[src/rtl/index_detect_sequencer.sv]
// index_detect_sequencer
//   Phase 0 detection sequencer sitting behind the INDEX frequency counter
//   (300 MHz HDD clock domain). Runs NUM_TRIALS counter measurements, drops
//   low-confidence results, majority-votes floppy/HDD/unknown and protects
//   each trial with a watchdog.
//
// Ports
//   clk, reset             clock, synchronous active-high reset
//   detect_start/abort     sequence control (start sampled only when idle)
//   detect_busy/done       sequence status, done is a one-cycle pulse
//   cnt_start/abort        one-cycle pulses to the frequency counter
//   cnt_timeout            constant TRIAL_TIMEOUT for the counter
//   cnt_done/period/class/conf  counter result, valid with cnt_done
//   final_class/conf/period     voted verdict
//   votes_*, trials_run    tally of the last sequence
//   watchdog_err, aborted  sticky status of the last sequence
module index_detect_sequencer #(
    parameter int unsigned NUM_TRIALS    = 3,
    parameter logic [7:0]  MIN_CONF      = 8'd128,
    parameter logic [15:0] GAP_CLKS      = 16'd3000,
    parameter logic [29:0] WATCHDOG_CLKS = 30'd600_000_000,
    parameter logic [26:0] TRIAL_TIMEOUT = 27'd0
) (
    input  logic        clk,
    input  logic        reset,
    input  logic        detect_start,
    input  logic        detect_abort,
    output logic        detect_busy,
    output logic        detect_done,
    output logic        cnt_start,
    output logic        cnt_abort,
    output logic [26:0] cnt_timeout,
    input  logic        cnt_done,
    input  logic [26:0] cnt_period,
    input  logic [1:0]  cnt_class,
    input  logic [7:0]  cnt_conf,
    output logic [1:0]  final_class,
    output logic [7:0]  final_conf,
    output logic [26:0] final_period,
    output logic [2:0]  votes_floppy,
    output logic [2:0]  votes_hdd,
    output logic [2:0]  votes_none,
    output logic [2:0]  trials_run,
    output logic        watchdog_err,
    output logic        aborted
);

    localparam int unsigned PERIOD_W = 27;
    localparam int unsigned CONF_W   = 8;
    localparam int unsigned WD_W     = 30;
    localparam int unsigned GAP_W    = 16;

    localparam logic [3:0]      MAJ_LIMIT   = 4'(NUM_TRIALS);
    localparam logic [2:0]      TRIALS_LAST = 3'(NUM_TRIALS);
    localparam logic [WD_W-1:0] WD_LAST     = WATCHDOG_CLKS - WD_W'(1);
    localparam logic [GAP_W-1:0] GAP_LAST   = GAP_CLKS - GAP_W'(1);

    localparam logic [1:0] CLS_NONE   = 2'd0;
    localparam logic [1:0] CLS_FLOPPY = 2'd1;
    localparam logic [1:0] CLS_HDD    = 2'd2;

    typedef enum logic [2:0] {
        S_IDLE,
        S_START,
        S_WAIT,
        S_TALLY,
        S_GAP,
        S_DECIDE,
        S_DONE
    } state_t;

    state_t               state;
    logic [WD_W-1:0]      wd_cnt;
    logic [GAP_W-1:0]     gap_cnt;
    logic [CONF_W-1:0]    floppy_min_conf;
    logic [CONF_W-1:0]    hdd_min_conf;
    logic [PERIOD_W-1:0]  floppy_period;
    logic [PERIOD_W-1:0]  hdd_period;

    logic                 vote_floppy_c;
    logic                 vote_hdd_c;
    logic                 floppy_major_c;
    logic                 hdd_major_c;
    logic                 abort_c;
    logic [WD_W-1:0]      wd_next_c;

    // Constant timeout for the counter, independent of reset.
    assign cnt_timeout = TRIAL_TIMEOUT;

    // Per-trial vote qualification; class 3 and low confidence fall to none.
    assign vote_floppy_c = (cnt_class == CLS_FLOPPY) && (cnt_conf >= MIN_CONF);
    assign vote_hdd_c    = (cnt_class == CLS_HDD) && (cnt_conf >= MIN_CONF);

    // Strict majority of the configured trial count, compared at 4 bits.
    assign floppy_major_c = {votes_floppy, 1'b0} > MAJ_LIMIT;
    assign hdd_major_c    = {votes_hdd, 1'b0} > MAJ_LIMIT;

    // Abort is honoured only while a sequence is actually running.
    assign abort_c = detect_abort &&
                     ((state == S_START) || (state == S_WAIT) ||
                      (state == S_TALLY) || (state == S_GAP));

    assign wd_next_c = wd_cnt + WD_W'(1);

    // Sequencer state and all registered outputs.
    always_ff @(posedge clk) begin
        if (reset) begin
            state           <= S_IDLE;
            wd_cnt          <= '0;
            gap_cnt         <= '0;
            floppy_min_conf <= '1;
            hdd_min_conf    <= '1;
            floppy_period   <= '0;
            hdd_period      <= '0;
            detect_busy     <= 1'b0;
            detect_done     <= 1'b0;
            cnt_start       <= 1'b0;
            cnt_abort       <= 1'b0;
            final_class     <= CLS_NONE;
            final_conf      <= '0;
            final_period    <= '0;
            votes_floppy    <= '0;
            votes_hdd       <= '0;
            votes_none      <= '0;
            trials_run      <= '0;
            watchdog_err    <= 1'b0;
            aborted         <= 1'b0;
        end else begin
            cnt_start   <= 1'b0;
            cnt_abort   <= 1'b0;
            detect_done <= 1'b0;

            if (abort_c) begin
                // Abort beats a coincident cnt_done; the partial tally is kept.
                cnt_abort    <= (state == S_WAIT);
                aborted      <= 1'b1;
                final_class  <= CLS_NONE;
                final_conf   <= '0;
                final_period <= '0;
                detect_busy  <= 1'b0;
                detect_done  <= 1'b1;
                state        <= S_DONE;
            end else begin
                case (state)
                    S_IDLE: begin
                        if (detect_start && !detect_abort) begin
                            votes_floppy    <= '0;
                            votes_hdd       <= '0;
                            votes_none      <= '0;
                            trials_run      <= '0;
                            final_class     <= CLS_NONE;
                            final_conf      <= '0;
                            final_period    <= '0;
                            watchdog_err    <= 1'b0;
                            aborted         <= 1'b0;
                            floppy_min_conf <= '1;
                            hdd_min_conf    <= '1;
                            floppy_period   <= '0;
                            hdd_period      <= '0;
                            detect_busy     <= 1'b1;
                            state           <= S_START;
                        end
                    end

                    S_START: begin
                        cnt_start <= 1'b1;
                        wd_cnt    <= '0;
                        state     <= S_WAIT;
                    end

                    S_WAIT: begin
                        if (cnt_done) begin
                            if (vote_floppy_c) begin
                                votes_floppy  <= votes_floppy + 3'd1;
                                floppy_period <= cnt_period;
                                if (cnt_conf < floppy_min_conf) begin
                                    floppy_min_conf <= cnt_conf;
                                end
                            end else if (vote_hdd_c) begin
                                votes_hdd  <= votes_hdd + 3'd1;
                                hdd_period <= cnt_period;
                                if (cnt_conf < hdd_min_conf) begin
                                    hdd_min_conf <= cnt_conf;
                                end
                            end else begin
                                votes_none <= votes_none + 3'd1;
                            end
                            trials_run <= trials_run + 3'd1;
                            state      <= S_TALLY;
                        end else if (wd_next_c == WD_LAST) begin
                            // Hung counter: kill it and count the trial as none.
                            cnt_abort    <= 1'b1;
                            watchdog_err <= 1'b1;
                            votes_none   <= votes_none + 3'd1;
                            trials_run   <= trials_run + 3'd1;
                            wd_cnt       <= wd_next_c;
                            gap_cnt      <= '0;
                            state        <= S_GAP;
                        end else begin
                            wd_cnt <= wd_next_c;
                        end
                    end

                    S_TALLY: begin
                        if (floppy_major_c || hdd_major_c || (trials_run == TRIALS_LAST)) begin
                            state <= S_DECIDE;
                        end else begin
                            gap_cnt <= '0;
                            state   <= S_GAP;
                        end
                    end

                    S_GAP: begin
                        // A timed-out final trial also passes through here.
                        if (gap_cnt == GAP_LAST) begin
                            state <= (trials_run == TRIALS_LAST) ? S_DECIDE : S_START;
                        end else begin
                            gap_cnt <= gap_cnt + GAP_W'(1);
                        end
                    end

                    S_DECIDE: begin
                        if (floppy_major_c) begin
                            final_class  <= CLS_FLOPPY;
                            final_conf   <= floppy_min_conf;
                            final_period <= floppy_period;
                        end else if (hdd_major_c) begin
                            final_class  <= CLS_HDD;
                            final_conf   <= hdd_min_conf;
                            final_period <= hdd_period;
                        end else begin
                            final_class  <= CLS_NONE;
                            final_conf   <= '0;
                            final_period <= '0;
                        end
                        detect_busy <= 1'b0;
                        detect_done <= 1'b1;
                        state       <= S_DONE;
                    end

                    S_DONE: begin
                        state <= S_IDLE;
                    end

                    default: begin
                        state <= S_IDLE;
                    end
                endcase
            end
        end
    end

endmodule

[config.mk]
export PLATFORM = sky130hd
export DESIGN_NAME = index_detect_sequencer
export DESIGN_NICKNAME = d
export VERILOG_FILES = /design/src/rtl/index_detect_sequencer.sv
export SDC_FILE = /design/constraint.sdc
export NUM_CORES = 1
export LEC_CHECK = 0
export ABC_CLOCK_PERIOD_IN_PS = 3260
export CAP_MARGIN = 40
export CORE_UTILIZATION = 60
export DETAILED_ROUTE_END_ITERATION = 10
export DONT_BUFFER_PORTS = 1
export GPL_ROUTABILITY_DRIVEN = 0
export HOLD_SLACK_MARGIN = 0.05
export MAX_ROUTING_LAYER = met4
export PLACE_DENSITY = 0.76
export SYNTH_ARGS = -nofsm -noshare
export SYNTH_HDL_FRONTEND = slang
export SYNTH_SLANG_ARGS = --single-unit
[constraint.sdc]
create_clock -name clk -period 3.26 [get_ports clk]
set_clock_uncertainty 0.15 [all_clocks]
set_input_delay 0.652 -clock clk [delete_from_list [all_inputs] [get_ports clk]]
set_output_delay 0.652 -clock clk [all_outputs]
set_load 0.01 [all_outputs]
# Word level (Yosys, flattened, before mapping)
# Cells that the tools add are included.
# op_classes
addsub	6
n_mul	0
div_mod_pow	0
magnitude_cmp	5
eq_ne	28
shifts	0
mux	75
bitwise_logic	1
n_reduce_logical	31
# op_table
op	n
$mux W27	8
$pmux W27 S2	3
$mux W8	11
$mux W16	4
$pmux W30 S2	1
$mux W3	18
$pmux W16 S3	1
$pmux W8 S2	3
$add A30 B1 Y30 const B	1
$eq A30 B30 Y1 const B	1
$mux W30	1
$pmux W3 S2	4
$reduce_and A6 Y1	4
$pmux W3 S6	1
$add A16 B1 Y16 const B	1
$eq A16 B12 Y1 const B	1
$lt A8 B8 Y1	2
$ne A2 B2 Y1 const B	8
$mux W1	14
$add A3 B1 Y3 const B	4
$reduce_and A5 Y1	2
$reduce_bool A2 Y1	5
$eq A3 B2 Y1 const B	3
$ne A3 B3 Y1 const B	3
other kinds (23)	42
# totals
ff_bits	174
latch_bits	0
mem_bits_rw	0
rom_bits	0
out_inout_bits	82
mem_count	0

# Longest topological paths before layout
# Gate-level depths: netlist (run 1).
# depth
ltp_word	7
ltp_mapped	13

# Worst setup path after synthesis (run 1)
# Ideal clock, no wire load.
# synth_path
path_type	register to register
startpoint	register wd_cnt[0]
endpoint	register votes_none[2]
arrival_time_ns	2.671
required_ns	2.990
slack_ns	0.319
stages_incl_launch_ff	11
synth_period_minus_slack_ns	2.941
cell_sequence	dfxtp_1 ha_1 and3_1 nand2_1 nor4_1 mux2_1 nand4_1 and4b_1 or2_4 and3_1 o31a_1
# synth_between
elab_chain_cells	4
# synth_lines
element	line	rtl
start, declared	73	logic [WD_W-1:0] wd_cnt;
start signal, assigned	196	wd_cnt <= wd_next_c;
start signal, assigned	200	wd_cnt <= wd_next_c;
$add A30 B1 Y30	103	assign wd_next_c = wd_cnt + WD_W'(1);
$eq A30 B30 Y1	190	end else if (wd_next_c == WD_LAST) begin
$ne A3 B2 Y1 (no line)	-	
$reduce_and A6 Y1 (no line)	-	
end signal, assigned	186	votes_none <= votes_none + 3'd1;
end signal, assigned	194	votes_none <= votes_none + 3'd1;
end, declared	42	output logic [2:0] votes_none,
# Every way passes these cells.
# A chain may end at the register's enable or synchronous reset.

# Final worst setup path (run 1)
# layout_path
startpoint	register wd_cnt[18]
endpoint	register gap_cnt[9]
# layout_between
elab_chain_cells	4
# layout_lines
element	line	rtl
$add A30 B1 Y30	103	
$eq A30 B30 Y1	190	
$ne A2 B1 Y1 (no line)	-	
$reduce_and A6 Y1 (no line)	-	
end signal, assigned	218	gap_cnt <= gap_cnt + GAP_W'(1);
end, declared	74	logic [GAP_W-1:0] gap_cnt;
# Every way passes these cells.

==> summary.md, run 1 <==
| Metric | Value |
|---|---|
| Iter 0 DRT Violations | `922` |
| Tot GR Track Use | `30.93%` |
| I/O Pins | `124` |
| Peak Freq | `0.3222 GHz` |
| Synth Cell Area | `8703 um2` |
| Synth Area in Compound Gates | `between 15 and 20%` |
| CP max stage delay | `0.56 ns` |
| Routed via count | `8029` |
| Htree depth | `4` |
| Via density | `between 6 and 7` |
| Main combinational cell family by area after synthesis | `simple AND/OR/NAND/NOR gates` |
| Post-synthesis sequential area ratio | `40.02%` |
| Combinational share of power | `29.1%` |
| Pwr Density | `between 600 and 700 nW/um2` |
| Clock buffer count from CTS | `17` |
| R2R cell count | `10` |
| Clk slew on worst S/H paths | `0.06 ns` |
| Yosys warning count | `0` |
| Clock root cell | `clkbuf_16` |
| P_sw | `2.223 mW` |
| Antenna Diode Count | `0` |
| Setup crit end kind | `flop` |
| Commonest register cell after synthesis | `dfxtp_1` |
| Largest net degree at the start of global routing | `132` |
| FF-to-FF End | `gap_cnt[9]` |
| Cell taking the most area after synthesis | `dfxtp_1` |
| Sw frac | `36.26%` |
| Worst hold endpoint | `gap_cnt[15]` |
| Area of the die | `14990 um2` |
| TritonRoute pass-1 iters | `6` |
| Fin util | `67.50%` |
| Layout Area Growth over Synthesis | `8.913%` |
| Commonest cells in the netlist | `174 x dfxtp_1, 111 x nor2_1, 108 x nand2_1, 107 x a21oi_1, 91 x nand3_1` |
| RSZ-0062 raised after global routing | `no` |
| Hold Path Origin | `reset` |
| Post-synth EDFFs | `0` |
| Clk sinks | `174` |
| Input/output buffers | `0` |
| Outcome | `finished, final reports clean` |
| Peak supply drop | `0.4951 mV` |
| Yosys top cell area share | `between 40% and 50%` |
| Vias in the first global route | `7245` |
| Worst skew pair latency | `~0.42 ns` |
| Pint | `~3.9 mW` |
| R2R Setup Slk | `0.16 ns` |
| Final #Nets | `1130` |
| Clock period minus worst slack | `3.103 ns` |
| Remaining global-route overflow | `0` |
| Die Height | `around 120 um` |
| HPWL Detailed | `about 15000 um` |
| Asr flop ratio synth | `0%` |
| Synth Area in XOR/XNOR | `roughly 1.6%` |
| Hold Violations, Final | `0` |
| Cell mode on critical path | `nand4_2` |
| Routed WL | `22490 um` |
| Residual DRC | `0` |
| Most common cell in the netlist | `dfxtp_1` |
| First-pass GRT wire length | `36020 um` |
| Seq pwr share | `38.1%` |
| Area share of and/or/nand/nor cells after synthesis | `27.82%` |
| Final setup TNS | `0 ns` |
| Fraction of layout cells with a size suffix above 1 | `between 10% and 20%` |
| Hold depth | `1` |
| Initial Util | `61.98%` |
| Horiz. Die Dim | `122.4 um` |
| Critical-path maximum fanout | `7` |
| CTS Buffer Depth | `2` |
| Max-cap viol count | `0` |
| R2R Path Start | `wd_cnt[18]` |
| Initial antenna violation count | `0` |
| Yosys cell types | `73` |
| HP Class | `in -> reg` |
| Worst-Margin Slew | `about 0.9 ns` |
| Critical path class | `reg -> reg` |
| #FFs+latches synth | `around 170` |
| Arr. time, crit path | `3.26 ns` |
| Max transition margin | `39.42%` |
| Clock Power Share | `32.8%` |
| Core ar. | `14040 um2` |
| Max-slew violations | `0` |
| Synth Area in Adders | `3.163%` |
| Worst path slowest cell | `or4_4` |
| ANT nets after route | `0` |
| Fin crit share | `95.19%` |
| Static leakage | `3.463 nW` |
| Crit path required time | `3.42 ns` |
| Cells along the critical path | `nand4_2 -> or4_4 -> o31a_1 -> nor4_1 -> and4_1 -> nand4_2 -> a21o_1 -> buf_4 -> a2bb2oi_1 -> mux2i_1` |
| Synth Instances | `1086` |
| Crit path launch type | `flop` |
| CTS tree | `built` |
| # setup viols final | `0` |
| Multiplexer share of the synthesized area | `1.639%` |
| Rows | `43` |
| Avg Cell Area, Syn | `roughly 8 um2` |
| # hold bufs at CTS | `0` |
| WL per Instance | `17.87 um` |
| Top post-synthesis cells by area | `dfxtp_1 40%, a21oi_1 6.2%, nand3_1 5.2%` |
[layout by cell type, fill, tap and decap left out, drive strengths merged, types with 20 or more instances in the layout]
| cell | n |
|---|---|
| dfxtp | 174 |
| nor2 | 111 |
| nand2 | 109 |
| a21oi | 109 |
| nand3 | 92 |
| o21ai | 46 |
| nor3 | 45 |
| buf | 43 |
| a222oi | 35 |
| inv | 30 |
| conb | 27 |
| ha | 22 |
| nand4 | 22 |
| clkbuf | 20 |
| nor4 | 20 |
[layout make-up]
class / instances / area [um2]
clock buffer: 20 / 446.7
clock inverter: 12 / 137.6
fill: 1179 / 4563
inverter: 28 / 105.1
multi-input combinational: 802 / 4728
sequential: 174 / 3486
tap: 180 / 225.2
timing repair buffer: 43 / 350.3
[worst max-delay path by stage]
stage          startpoint             to  slack (ns)  cells after the start
3_5_place_dp    wd_cnt[0]  votes_none[2]         0.1                     10
4_1_cts         wd_cnt[0]  votes_none[2]        0.04                     10
6_report       wd_cnt[18]     gap_cnt[9]        0.16                     10
3_3_place_gp   wd_cnt[11]  votes_none[2]        0.19                      9
2_1_floorplan   wd_cnt[0]  votes_none[2]        0.32                     10
5_1_grt         wd_cnt[2]     gap_cnt[9]       0.009                     11
[power groups by stage]
stage	sequential [mW]	combinational [mW]	clock [mW]
2_1_floorplan	2.34	1.26	0
3_3_place_gp	2.38	1.66	0
3_5_place_dp	2.38	1.75	0
4_1_cts	2.33	1.76	2.04
5_1_grt	2.35	1.93	2.13
6_report	2.33	1.79	2.01
[repair_timing]
item                                    4_1_cts  5_1_grt
resized for setup                             0        7
setup buffers                                 0        2
endpoints found under the setup margin        0       24
[layer usage]
metal,vias up,share of wire [%],global-route usage (%)
li1,3850,-,-
met1,3789,42,38.40
met2,357,47,48.74
met3,33,8.7,7.574
met4,0,1.8,10.98
met5,-,0,-
[flip-flops by register name, summed over array words and instances (netlist names)]
| name | cells |
|---|---|
| final_class | 2 |
| watchdog_err | 1 |
| votes_floppy | 3 |
| detect_done | 1 |
| votes_none | 3 |
| hdd_period | 27 |
| cnt_abort | 1 |
| floppy_period | 27 |
| hdd_min_conf | 8 |
| floppy_min_conf | 8 |
| final_period | 27 |
| final_conf | 8 |
| cnt_start | 1 |
| votes_hdd | 3 |
| state | 3 |
| detect_busy | 1 |
| aborted | 1 |
| gap_cnt | 16 |
| wd_cnt | 30 |
| trials_run | 3 |
[stage by stage]
| stage | hold WS (ns) | instances | area (um2) | power, mW | setup slack [ns] |
|---|---|---|---|---|---|
| 2_1_floorplan | 0.2857 | 1112 | 8801 | 3.602 | 0.3193 |
| 3_3_place_gp | 0.2864 | 1223 | 8817 | 4.036 | 0.1885 |
| 3_5_place_dp | 0.2921 | 1225 | 8860 | 4.126 | 0.09705 |
| 4_1_cts | 0.1443 | 1257 | 9444 | 6.135 | 0.03550 |
| 5_1_grt | 0.1426 | 1259 | 9479 | 6.400 | 0.008618 |
| 6_report | 0.1602 | 1259 | 9479 | 6.130 | 0.1567 |
[critical path: cells and delay by family, from the launching register on]
family	cells	cell delay [ns]
simple gates	5	1.39
compound gates	3	0.71
flops	1	0.47
buf+inv	1	0.18
mux	1	0.08
[kinds of logic after synthesis]
group / count (synthesis)
AND/OR/NAND/NOR: 478
AO/OA/AOI/OAI: 245
flip-flops: 174
buffers and inverters: 136
adder cells (fa/ha/maj): 22
XOR/XNOR: 16
multiplexers: 14
other: 1
Power figures use the tool's default switching activity.
==> inputs of run 2 (changes only) <==
--- a/config.mk
+++ b/config.mk
@@ -7,13 +7,13 @@
 export LEC_CHECK = 0
 export ABC_CLOCK_PERIOD_IN_PS = 3260
 export CAP_MARGIN = 40
-export CORE_UTILIZATION = 60
+export CORE_UTILIZATION = 55
 export DETAILED_ROUTE_END_ITERATION = 10
 export DONT_BUFFER_PORTS = 1
 export GPL_ROUTABILITY_DRIVEN = 0
 export HOLD_SLACK_MARGIN = 0.05
 export MAX_ROUTING_LAYER = met4
-export PLACE_DENSITY = 0.76
+export PLACE_DENSITY = 0.7
 export SYNTH_ARGS = -nofsm -noshare
 export SYNTH_HDL_FRONTEND = slang
 export SYNTH_SLANG_ARGS = --single-unit
==> summary.md, run 2 (same netlist as run 1, synthesis figures left out) <==
| Metric | Value |
|---|---|
| CTS tree | `built` |
| Clk slew on worst S/H paths | `0.07 ns (about the same)` |
| Hold Violations, Final | `0 (unchanged)` |
| Htree depth | `4 (unchanged)` |
| Fin crit share | `95.48% (+0.29 points)` |
| Commonest non-fill, non-tap cell in the layout | `dfxtp_1` |
| Final WS setup | `0.1472 ns (-0.009447 ns)` |
| Horiz. Die Dim | `127.8 um (+4.4%)` |
| Layout Area Growth over Synthesis | `9.158%` |
| Vias in the first global route | `7166 (-1.1%)` |
| RSZ-0062 raised after global routing | `yes` |
| Fraction of layout cells with a size suffix above 1 | `9.590% (-0.51 points)` |
| Hold Path Origin | `reset` |
| Clk sinks | `174 (unchanged)` |
| Residual DRC | `0 (unchanged)` |
| Worst slack, placed | `0.1286 ns (+0.03153 ns)` |
| Clock buffer count from CTS | `17 (unchanged)` |
| Via density | `6.156 (-3.5%)` |
| # hold bufs at CTS | `0 (unchanged)` |
| Clock root cell | `clkbuf_16` |
| CTS Buffer Depth | `2 (unchanged)` |
| HP Class | `in -> reg` |
| Antenna Diode Count | `0 (unchanged)` |
| Iter 0 DRT Violations | `869 (-5.7%)` |
| Layout fillers | `1404 (+19%)` |
| Peak Freq | `0.3213 GHz (-0.30%)` |
| Largest reg by FF count | `wd_cnt` |
| # setup viols final | `0 (unchanged)` |
| Initial Util | `56.83% (-5.1 points)` |
| TritonRoute pass-1 iters | `6 (unchanged)` |
| R2R Setup Slk | `0.15 ns (about the same)` |
| Max reg flops | `30 (unchanged)` |
| Commonest non-fill, non-tap cells in the layout | `174 x dfxtp_1, 109 x nor2_1, 108 x nand2_1, 104 x a21oi_1, 91 x nand3_1` |
| Arr. time, crit path | `3.29 ns (+0.03 ns)` |
| Critical-path maximum fanout | `7 (unchanged)` |
| Max-slew violations | `0 (unchanged)` |
| I/O Pins | `124 (unchanged)` |
| Hold depth | `1 (unchanged)` |
| Largest net degree at the start of global routing | `132 (unchanged)` |
| Fin Hold WS | `0.2017 ns (+0.04157 ns)` |
| Final #Nets | `1125 (-0.44%)` |
| Non-Filler Instances | `1285 (+2.1%)` |
| Crit path required time | `3.43 ns (about the same)` |
| Input/output buffers | `0 (unchanged)` |
| Tot GR Track Use | `29.17% (-1.8 points)` |
| Routed WL | `22710 um (+0.98%)` |
| Fin util | `62.03% (-5.5 points)` |
| HPWL Detailed | `14570 um (+0.32%)` |
| Worst-Margin Slew | `0.8373 ns (-0.06535 ns)` |
| Remaining global-route overflow | `0 (unchanged)` |
| Area of the die | `16330 um2 (+8.9%)` |
| Outcome | `finished, final reports clean` |
| ANT nets after route | `0 (unchanged)` |
| Peak supply drop | `0.4679 mV (-5.5%)` |
| R2R cell count | `12 (+2)` |
| R2R Path Start | `wd_cnt[0]` |
| Routed via count | `7910 (-1.5%)` |
| First-pass GRT wire length | `37070 um (+2.9%)` |
| Worst skew pair latency | `0.44 ns (+0.02 ns)` |
| Placed cell count | `1253 (+2.3%)` |
| Clock period minus worst slack | `3.113 ns (+0.009447 ns)` |
| Final Total Pwr | `6.203 mW (+1.2%)` |
| Core ar. | `15310 um2 (+9.1%)` |
| Initial antenna violation count | `0 (unchanged)` |
| Setup crit end kind | `flop` |
| FF-to-FF End | `trials_run[1]` |
| Max-cap viol count | `0 (unchanged)` |
| Pwr Density | `652.9 nW/um2 (+0.96%)` |
| Max transition margin | `43.81% (+4.4 points)` |
| Rows | `45 (+4.7%)` |
| Static leakage | `3.446 nW (-0.49%)` |
| Worst hold endpoint | `gap_cnt[15]` |
| Die Height | `127.8 um (+4.4%)` |
| Crit path launch type | `flop` |
| WL per Instance | `17.68 um (-1.1%)` |
| Critical path class | `reg -> reg` |
[run 2: area by class of cell]
| cell class | count | area, um2 | share of cell area (%) |
|---|---|---|---|
| clock inverter | 11 | 132.6 | 1.396 |
| multi-input combinational | 802 | 4740 | 49.89 |
| timing repair buffer | 38 | 305.3 | 3.213 |
| clock buffer | 21 | 470.5 | 4.952 |
| inverter | 28 | 105.1 | 1.106 |
| tap | 211 | 264.0 | 2.779 |
| sequential | 174 | 3483 | 36.67 |
[run 2: what timing repair did]
action	in CTS	in global routing
buffers inserted	0	0
endpoints found under the setup margin	0	5
gates resized for setup	0	5
[run 2: through the flow]
step,TNS (ns),instance area (um2)
2_1_floorplan,0,8801
3_3_place_gp,0,8841
3_5_place_dp,0,8869
4_1_cts,0,9472
5_1_grt,-0.01133,9500
6_report,0,9500
[run 2: power breakdown]
part / switching (mW) / internal, mW / total [mW] / leakage (nW)
combinational: 1.27 / 0.506 / 1.78 / 1.75
clock: 0.889 / 1.20 / 2.09 / 0.289
sequential: 0.102 / 2.23 / 2.34 / 1.40
[run 2: routing by layer]
metal	routed length, um	vias up	global-route usage, %	part of all wire [%]
met4	363	0	7.958	1.6
met1	9970	3761	37.31	44
met2	10690	277	46.00	47
met5	0	-	-	0
li1	-	3845	-	-
met3	1692	27	7.012	7.4
[run 2: critical path, stage by stage, from the launching register on]
cell and delay (ns):
dfxtp_1 0.44, ha_2 0.27, and3_1 0.21, nand2_1 0.15, buf_4 0.21, xnor2_1 0.18, nand4b_1 0.18, a2111oi_4 0.32
nand4_2 0.19, buf_4 0.19, a21boi_4 0.20, nor3b_1 0.08, a41o_1 0.20
[run 2: how the worst max path moves through the flow]
stage / from / to / slack [ns] / cells after the start
5_1_grt: wd_cnt[1] / gap_cnt[1] / -0.01 / 12
3_3_place_gp: wd_cnt[0] / votes_none[2] / 0.26 / 10
2_1_floorplan: wd_cnt[0] / votes_none[2] / 0.32 / 10
6_report: wd_cnt[0] / trials_run[1] / 0.15 / 12
4_1_cts: wd_cnt[0] / trials_run[1] / 0.05 / 12
3_5_place_dp: wd_cnt[0] / trials_run[1] / 0.13 / 12
